==> src/rtl/systolic_feed_ctrl.sv <==
// Sequencer for the 9-lane input skew formatter: issues operand buffer reads,
// flushes the skew registers with zeros and tracks per-lane output validity.
//
// state | meaning
// IDLE  | waiting for start
// FEED  | one buffer read per cycle, len cycles
// FLUSH | buffer latency plus skew drain, LANES cycles
// DONE  | one-cycle completion pulse
module systolic_feed_ctrl #(
    parameter int LANES  = 9,
    parameter int ADDR_W = 10,
    parameter int LEN_W  = 10
) (
    input  logic              clk,
    input  logic              reset,
    input  logic              start,
    input  logic [LEN_W-1:0]  len,
    input  logic [ADDR_W-1:0] base_addr,
    input  logic              abort,
    output logic              buf_rd_en,
    output logic [ADDR_W-1:0] buf_rd_addr,
    output logic              feed_valid,
    output logic [LANES-1:0]  col_valid,
    output logic              acc_clear,
    output logic              busy,
    output logic              done,
    output logic [15:0]       tile_cnt
);

    localparam int CNT_W = (LEN_W > $clog2(LANES)) ? LEN_W : $clog2(LANES);

    typedef enum logic [1:0] {IDLE, FEED, FLUSH, DONE} state_t;

    state_t            state, state_d;
    logic [CNT_W-1:0]  cnt, cnt_d;
    logic [ADDR_W-1:0] addr, addr_d;
    logic              abort_hit;
    logic              fv;
    logic [LANES-2:0]  dly;

    always_ff @(posedge clk or posedge reset) begin
        if (reset) begin
            state <= IDLE;
        end else begin
            state <= state_d;
        end
    end

    always_comb begin
        state_d   = state;
        cnt_d     = cnt;
        addr_d    = addr;
        acc_clear = 1'b0;
        buf_rd_en = 1'b0;
        busy      = 1'b1;
        done      = 1'b0;
        abort_hit = abort && (state != IDLE);
        case (state)
            IDLE: begin
                busy = 1'b0;
                // abort outranks start even though it has nothing to cancel here
                if (start && !abort) begin
                    if (len != '0) begin
                        state_d   = FEED;
                        cnt_d     = CNT_W'(len - LEN_W'(1));
                        addr_d    = base_addr;
                        acc_clear = !reset;
                    end else begin
                        state_d = DONE;
                    end
                end
            end
            FEED: begin
                buf_rd_en = 1'b1;
                if (cnt == '0) begin
                    state_d = FLUSH;
                    cnt_d   = CNT_W'(LANES - 1);
                end else begin
                    cnt_d  = cnt - CNT_W'(1);
                    addr_d = addr + ADDR_W'(1);
                end
            end
            FLUSH: begin
                if (cnt == '0) begin
                    state_d = DONE;
                end else begin
                    cnt_d = cnt - CNT_W'(1);
                end
            end
            DONE: begin
                done    = 1'b1;
                state_d = IDLE;
            end
            default: state_d = IDLE;
        endcase
        if (abort_hit) begin
            state_d = IDLE;
        end
    end

    always_ff @(posedge clk or posedge reset) begin
        if (reset) begin
            cnt      <= '0;
            addr     <= '0;
            tile_cnt <= '0;
            fv       <= 1'b0;
            dly      <= '0;
        end else begin
            cnt  <= cnt_d;
            addr <= addr_d;
            if (done && !abort) begin
                tile_cnt <= tile_cnt + 16'd1;
            end
            // an abort wipes the whole skew valid pipeline at once
            if (abort_hit) begin
                fv  <= 1'b0;
                dly <= '0;
            end else begin
                fv  <= buf_rd_en;
                dly <= {dly[LANES-3:0], fv};
            end
        end
    end

    assign buf_rd_addr = buf_rd_en ? addr : '0;
    assign feed_valid  = fv;
    assign col_valid   = {dly, fv};

endmodule

==> config.mk <==
export PLATFORM = sky130hd
export DESIGN_NAME = systolic_feed_ctrl
export DESIGN_NICKNAME = d
export VERILOG_FILES = /design/src/rtl/systolic_feed_ctrl.sv
export SDC_FILE = /design/constraint.sdc
export NUM_CORES = 1
export LEC_CHECK = 0
export ABC_CLOCK_PERIOD_IN_PS = 2100
export BUFFER_PORTS_ARGS = -buffer_cell sky130_fd_sc_hd__buf_2
export CORE_UTILIZATION = 50
export CTS_BUF_LIST = sky130_fd_sc_hd__clkbuf_4 sky130_fd_sc_hd__clkbuf_8
export CTS_CLUSTER_SIZE = 14
export DETAILED_ROUTE_END_ITERATION = 7
export PLACE_DENSITY = 0.82
export REMOVE_ABC_BUFFERS = 1
export SYNTH_ARGS = -nofsm -noshare
export SYNTH_HDL_FRONTEND = slang
export SYNTH_SLANG_ARGS = --single-unit
==> constraint.sdc <==
create_clock -name clk -period 2.1 [get_ports clk]
set_clock_uncertainty 0.05 [all_clocks]
set_input_delay 0.21 -clock clk [delete_from_list [all_inputs] [get_ports clk]]
set_output_delay 0.21 -clock clk [all_outputs]
set_load 0.05 [all_outputs]
==> results_dict.tcl, run 1 <==
set metrics [dict create \
    synth-edff-count 0 \
    worst-r2r-cell-count 5 \
    cts_sinks 47 \
    portBuffers 63 \
    worstSetupStartpoint "state[0]" \
    start_util 0.5285 \
    synthMostInstantiatedCell "dfrtp_1" \
    critical_path_peak_fanout 3 \
    vias 2402 \
    critPathArrivalTime_ns 1.78 \
    cts_htree_levels 2 \
    critPathMaxStageDelay_ns 0.40 \
    holdBufCountCts 0 \
    reg2reg_slack_ns 0.08 \
    timing.critical_path.cells "inv_1 > ha_2 > inv_1 > buf_4 > a2111oi_2 > buf_4" \
    areaGrowthSynthToFinish_pct 23.34 \
    worst_path_buffer_plus_inverter_count 4 \
    finalMaxSlewViolations 0 \
    slew_headroom 0.4575 \
    remaining_drc_errors 0 \
    crit_path_start_kind "flip-flop" \
    p_per_area_mw_per_mm2 1467 \
    routedWlPerCell_um 13.92 \
    clk_transition_reported_paths_ns 0.09 \
    final_min_period_over_clock_period 0.9724 \
    numCtsBuffers 5 \
    postSynthRegisterBits 47 \
    cts_root_buf "clkbuf_8" \
    post-dp-hpwl_mm 4.380 \
    layout_min_cycle_time_ns 2.042 \
    worstSetupEndpoint "acc_clear" \
    synthTopCellsByArea "dfrtp_1 43%, ha_1 5.0%, xnor2_1 4.8%, a21oi_1 4.0%, nor2_1 3.7%" \
    place_inst 428 \
    synth_ff_type "dfrtp_1" \
    worst_path_dominant_cell_family "buffers and inverters" \
    placement.setup.worst_slack_ns 0.002797 \
    seq_area_frac_synth 0.4302 \
    min_path_type "in2async" \
    weighted_congestion_at_the_end_of_routability_driven_global_placement 0.8192 \
    ir_worst_vdd_uv 760.1 \
    crit_cells 6 \
    largest_net_degree_at_the_start_of_global_routing 41 \
    final.fill_count 431 \
    drt-initial-drc-count 103 \
    mappedNetlistArea_mm2 0.002734 \
    instances_no_fill 437 \
    die-area_mm2 0.005768 \
    num_rows 26 \
    grtUsageTotal 0.2220 \
    detail_route.wirelength_mm 6.083 \
    gr-total-overflow 0 \
    worst-setup-path-type "reg2out" \
    required_ns 1.84 \
    boundaryPins 64 \
    achievable-frequency_mhz 489.7 \
    final_util 0.6519 \
    grt_pass1_wl_mm 10.41 \
    grt_antenna_before_repair 0 \
    tritoncts "yes" \
    power.total_uw 4947 \
    tightest_slew_ns 0.8126 \
    number_of_global_route_vias_before_repair 2329 \
    max_stage_delay_cell_worst_path "dfrtp_1" \
    crit-reg2reg-capture "cnt[9]" \
    synth.largest_area_cell "dfrtp_1" \
    synth_cell_types 52 \
    synth_async_sr_flop_share 1.000 \
    finalSetupViolations 0 \
    leakage_uw 0.001647 \
    placeableCoreArea_mm2 0.005172 \
    synth_top_cells_by_count "47 x dfrtp_1, 27 x nor2_1, 22 x a21oi_1, 19 x inv_1, 17 x o21ai_0" \
    die_width_um 75.95 \
    layout-drive-gt1-share 0.3025 \
    unrepaired_setup_endpoints_after_global_routing "yes" \
    reg_to_reg_start "cnt[0]" \
    first_pass_iters 4 \
    run_status "finished clean" \
    post_drt_via_cell_ratio 5.497 \
    cts-root-to-sink-buffers 2 \
    final.setup.worst_slack_ns 0.05794 \
    synthDominantCellAreaShare 0.4302 \
    antenna_violating_nets_post_route 0 \
    timing.critical_path.to_type "primary output" \
    die_height_um 75.95 \
    worst_skew_pair.late_latency_ns 0.30 \
    num_antenna_cells 0 \
    syn_avg_cell_area_um2 9.626 \
    netlist_instances 284 \
    drv.max_cap_violation_count 0 \
    final-hold-violation-count 0 \
    nNetsFinal 401 \
    synth.yosys.warnings 0 \
]
## what timing repair did
| item | in CTS | in global routing |
|---|---|---|
| endpoints found under the hold margin | 0 | 0 |
| setup endpoints to repair | 1 | 8 |
| gates cloned | 0 | 0 |
| buffers inserted | 1 | 0 |
| resized for setup | 3 | 6 |
## placed cells by master, fill, tap and decap left out, types with 4 or more instances in the layout
cell and count:
a21oi_1 22, and2_1 16, buf_2 62, buf_4 20, clkbuf_8 5, dfrtp_1 47
ha_1 10, inv_1 17, nand2_1 15, nand3_1 7, nand4_1 8, nor2_1 27
nor3_1 4, o21ai_0 15, o22a_1 10, xnor2_1 15, xor2_1 7
## area by class of cell
type	count	area [um^2]	share of cell area
sequential	47	1176	0.3488
clock buffer	5	68.82	0.02041
tap	70	87.58	0.02597
multi-input combinational	208	1413	0.4189
timing repair buffer	85	511.7	0.1518
clock inverter	3	43.79	0.01299
inverter	19	71.32	0.02115
## flip-flops by register name (all words and copies together) (netlist names)
name,flops
state,2
cnt,10
feed_valid,1
tile_cnt,16
dly,8
addr,10
## cell families after synthesis
family / synth area share
buffers and inverters: 0.05904
AND/OR/NAND/NOR: 0.1991
multiplexers: 0.01510
adder cells (fa/ha/maj): 0.05034
flip-flops: 0.4302
XOR/XNOR: 0.07048
AO/OA/AOI/OAI: 0.1757
## worst min-delay path by stage
stage,end,slack (ns),cells after the start
after floorplan,feed_valid,0.25,1
after global placement,cnt[0],0.37,2
after detailed placement,cnt[9],0.38,2
after CTS,tile_cnt[3],0.07,2
after global routing,cnt[9],0.11,2
final,cnt[9],0.03,2
## per-layer routing
layer	track usage	vias to the layer above	routed length [um]
li1	-	1170	-
met1	0.2758	1125	2658
met2	0.3936	99	2993
met3	0.03614	8	355
met4	0.06923	0	76
met5	0	-	0
## power breakdown
group / internal [uW] / switching (uW) / leakage, uW
Sequential: 1180 / 264 / 0.000606
Clock: 355 / 309 / 0.0000581
Combinational: 1100 / 1740 / 0.000982
Total: 2630 / 2310 / 0.00165
## stage by stage
stage	TNS [ns]	hold WS, ns	instance area, um^2
after floorplan	-11.02	0.2467	2644
after global placement	0	0.3746	3229
after detailed placement	0	0.3833	3229
after CTS	0	0.06650	3358
after global routing	-0.03072	0.1106	3372
final	0	0.02533	3372
(Power assumes the default switching activity.)
==> run 2: changes to the inputs <==
--- a/config.mk
+++ b/config.mk
@@ -8,4 +8,5 @@
 export ABC_CLOCK_PERIOD_IN_PS = 2100
 export BUFFER_PORTS_ARGS = -buffer_cell sky130_fd_sc_hd__buf_2
+export CORE_MARGIN = 5
 export CORE_UTILIZATION = 50
 export CTS_BUF_LIST = sky130_fd_sc_hd__clkbuf_4 sky130_fd_sc_hd__clkbuf_8
==> constraint.sdc (replaced) <==
create_clock -name clk -period 2.1 [get_ports clk]
set_clock_uncertainty 0.05 [all_clocks]
set_input_delay 0.42 -clock clk [delete_from_list [all_inputs] [get_ports clk]]
set_output_delay 0.42 -clock clk [all_outputs]
set_load 0.05 [all_outputs]
==> run 2 against run 1 <==
Effect of this change:
- final cell count up 2.3%
- register-to-register slack hardly changed
- power up 2.0%
- first-iteration DRC count fell by 29%
- sequential power about the same
- combinational power is 4% higher
- cell area rose by 4.3%
- critical path type unchanged
- critical endpoint is now buf_rd_addr[8]
- largest cell class unchanged
==> results_dict.tcl, run 2 (synthesis results as in run 1) <==
set metrics [dict create \
    run_status "finished clean" \
    combinationalPowerShare 0.582 \
    remaining_drc_errors 0 \
    met1_usage 0.2388 \
    areaGrowthSynthToFinish_pct 28.65 \
    worst_skew_pair.late_latency_ns 0.30 \
    placeableCoreArea_mm2 0.005405 \
    tightest_slew_ns 0.5415 \
    required_ns 1.63 \
    nNetsFinal 410 \
    seqPwrFrac 0.287 \
    num_rows 27 \
    p_sw_uw 2338 \
    layout-drive-gt1-share 0.3307 \
    tns_ns 0 \
    final_cell_mix "54 x buf_2, 47 x dfrtp_1, 29 x buf_4" \
    antenna_violating_nets_post_route 0 \
    portBuffers 63 \
    leakage_uw 0.001694 \
    met3_track_demand_over_resource 0.05133 \
    first_pass_iters 4 \
    largestRegisters "tile_cnt x16, addr x10, cnt x10" \
    boundaryPins 64 \
    unrepaired_setup_endpoints_after_global_routing "yes" \
    place_inst 438 \
    critPathMaxStageDelay_ns 0.38 \
    final.fill_count 423 \
    min_path_type "in2async" \
    finalMaxSlewViolations 0 \
    ir_worst_vdd_uv 658.3 \
    achievable-frequency_mhz 490.5 \
    die-area_mm2 0.007047 \
    worst-setup-path-type "reg2out" \
    routedWlPerCell_um 14.72 \
    switching_share 0.4634 \
    layout_min_cycle_time_ns 2.039 \
    drt-initial-drc-count 73 \
    globalRouteMet2Util 0.3275 \
    tritoncts "yes" \
    cts-root-to-sink-buffers 2 \
    layout.cells.most_common "buf_2" \
    start_util 0.5058 \
    power.total_uw 5046 \
    share_clk_of_total_power 0.130 \
    number_of_global_route_vias_before_repair 2434 \
    largest_net_degree_at_the_start_of_global_routing 26 \
    cts_root_buf "clkbuf_8" \
    slew_headroom 0.6385 \
    timing.critical_path.to_type "primary output" \
    post_drt_via_cell_ratio 5.494 \
    max_stage_delay_cell_worst_path "dfrtp_1" \
    num_antenna_cells 0 \
    critical_path_peak_fanout 12 \
    final_min_period_over_clock_period 0.9709 \
    post-dp-hpwl_mm 4.780 \
    top_register "tile_cnt" \
    numCtsBuffers 5 \
    largest_register_ffs 16 \
    grt_antenna_before_repair 0 \
    internal_power_uw 2707 \
    die_height_um 83.95 \
    cts_sinks 47 \
    timing.critical_path.cells "buf_4 > ha_2 > buf_6 > and2_1 > clkbuf_4" \
    clk_transition_reported_paths_ns 0.09 \
    final-hold-violation-count 0 \
    grtUsageTotal 0.1935 \
    finalSetupViolations 0 \
    instances_no_fill 447 \
    crit_path_start_kind "flip-flop" \
    drv.max_cap_violation_count 0 \
    die_width_um 83.95 \
    global_route.peak_usage_layer "met2" \
    critPathArrivalTime_ns 1.57 \
    p_per_area_mw_per_mm2 1435 \
    detail_route.wirelength_mm 6.582 \
    weighted_congestion_at_the_end_of_routability_driven_global_placement 0.9555 \
    cts_htree_levels 2 \
    vias 2456 \
    grt_pass1_wl_mm 11.26 \
    gr-total-overflow 0 \
]
[run 2: changes by cell type in the layout (fill, tap and decap cells not counted), sizes merged]
cell    before  now
clkinv       2    0
clkbuf       5   10
buf         85   90
[run 2: power by group through the flow]
| stage | sequential (uW) | clock [uW] | combinational, uW |
|---|---|---|---|
| final | 1450 | 657 | 2940 |
| after global routing | 1500 | 711 | 3210 |
| after CTS | 1440 | 671 | 2860 |
| after detailed placement | 1460 | 0 | 2790 |
| after global placement | 1450 | 0 | 2690 |
| after floorplan | 1650 | 0 | 1660 |
[run 2: final timing paths]
kind,start,end,slack [ns],cells past startpoint
setup / recovery,state[0],buf_rd_addr[8],0.06,5
hold / removal,reset,cnt[7],0.14,2
setup reg to reg,cnt[0],cnt[5],0.09,8
hold reg to reg,tile_cnt[15],tile_cnt[15],0.42,1
max in group asynchronous,reset,tile_cnt[10],1.35,3
min in group clk,abort,feed_valid,0.32,2
[run 2: layout make-up]
type / instances / area (um^2) / area share
Clock buffer: 6 / 76.32 / 0.02170
Clock inverter: 1 / 30.03 / 0.008538
Inverter: 19 / 71.32 / 0.02028
Multi-Input combinational cell: 208 / 1450 / 0.4123
Sequential cell: 47 / 1176 / 0.3344
Tap cell: 72 / 90.09 / 0.02561
Timing Repair Buffer: 94 / 623.1 / 0.1772
[run 2: worst max-delay path: cells and delay by family, from the launching register on]
kind | cells | cell delay [ns]
adder cells (fa/ha/maj) | 1 | 0.22
buffers and inverters | 3 | 0.51
flip-flops | 1 | 0.38
AND/OR/NAND/NOR | 1 | 0.16
[run 2: metal layers]
| layer | routed length [um] | vias up |
|---|---|---|
| li1 | - | 1189 |
| met1 | 2769 | 1173 |
| met2 | 3258 | 79 |
| met3 | 400 | 15 |
| met4 | 153 | 0 |
| met5 | 0 | - |
[run 2: metrics by stage]
step | utilization | hold slack, ns | worst slack [ns] | area (um^2)
final | 0.6507 | 0.1359 | 0.06119 | 3517
after global routing | 0.6507 | 0.1793 | -0.01908 | 3517
after CTS | 0.6361 | 0.1397 | -0.02260 | 3438
after detailed placement | 0.6113 | 0.4110 | -0.1900 | 3304
after global placement | 0.6113 | 0.4027 | -0.1481 | 3304
after floorplan | - | 0.4099 | -1.911 | 2644
[run 2: repair_timing]
action,4_1_cts,5_1_grt
hold buffers,0,0
resized for setup,9,21
setup buffers,0,1
pin swaps,0,1
gates cloned,1,0
endpoints found under the setup margin,11,30
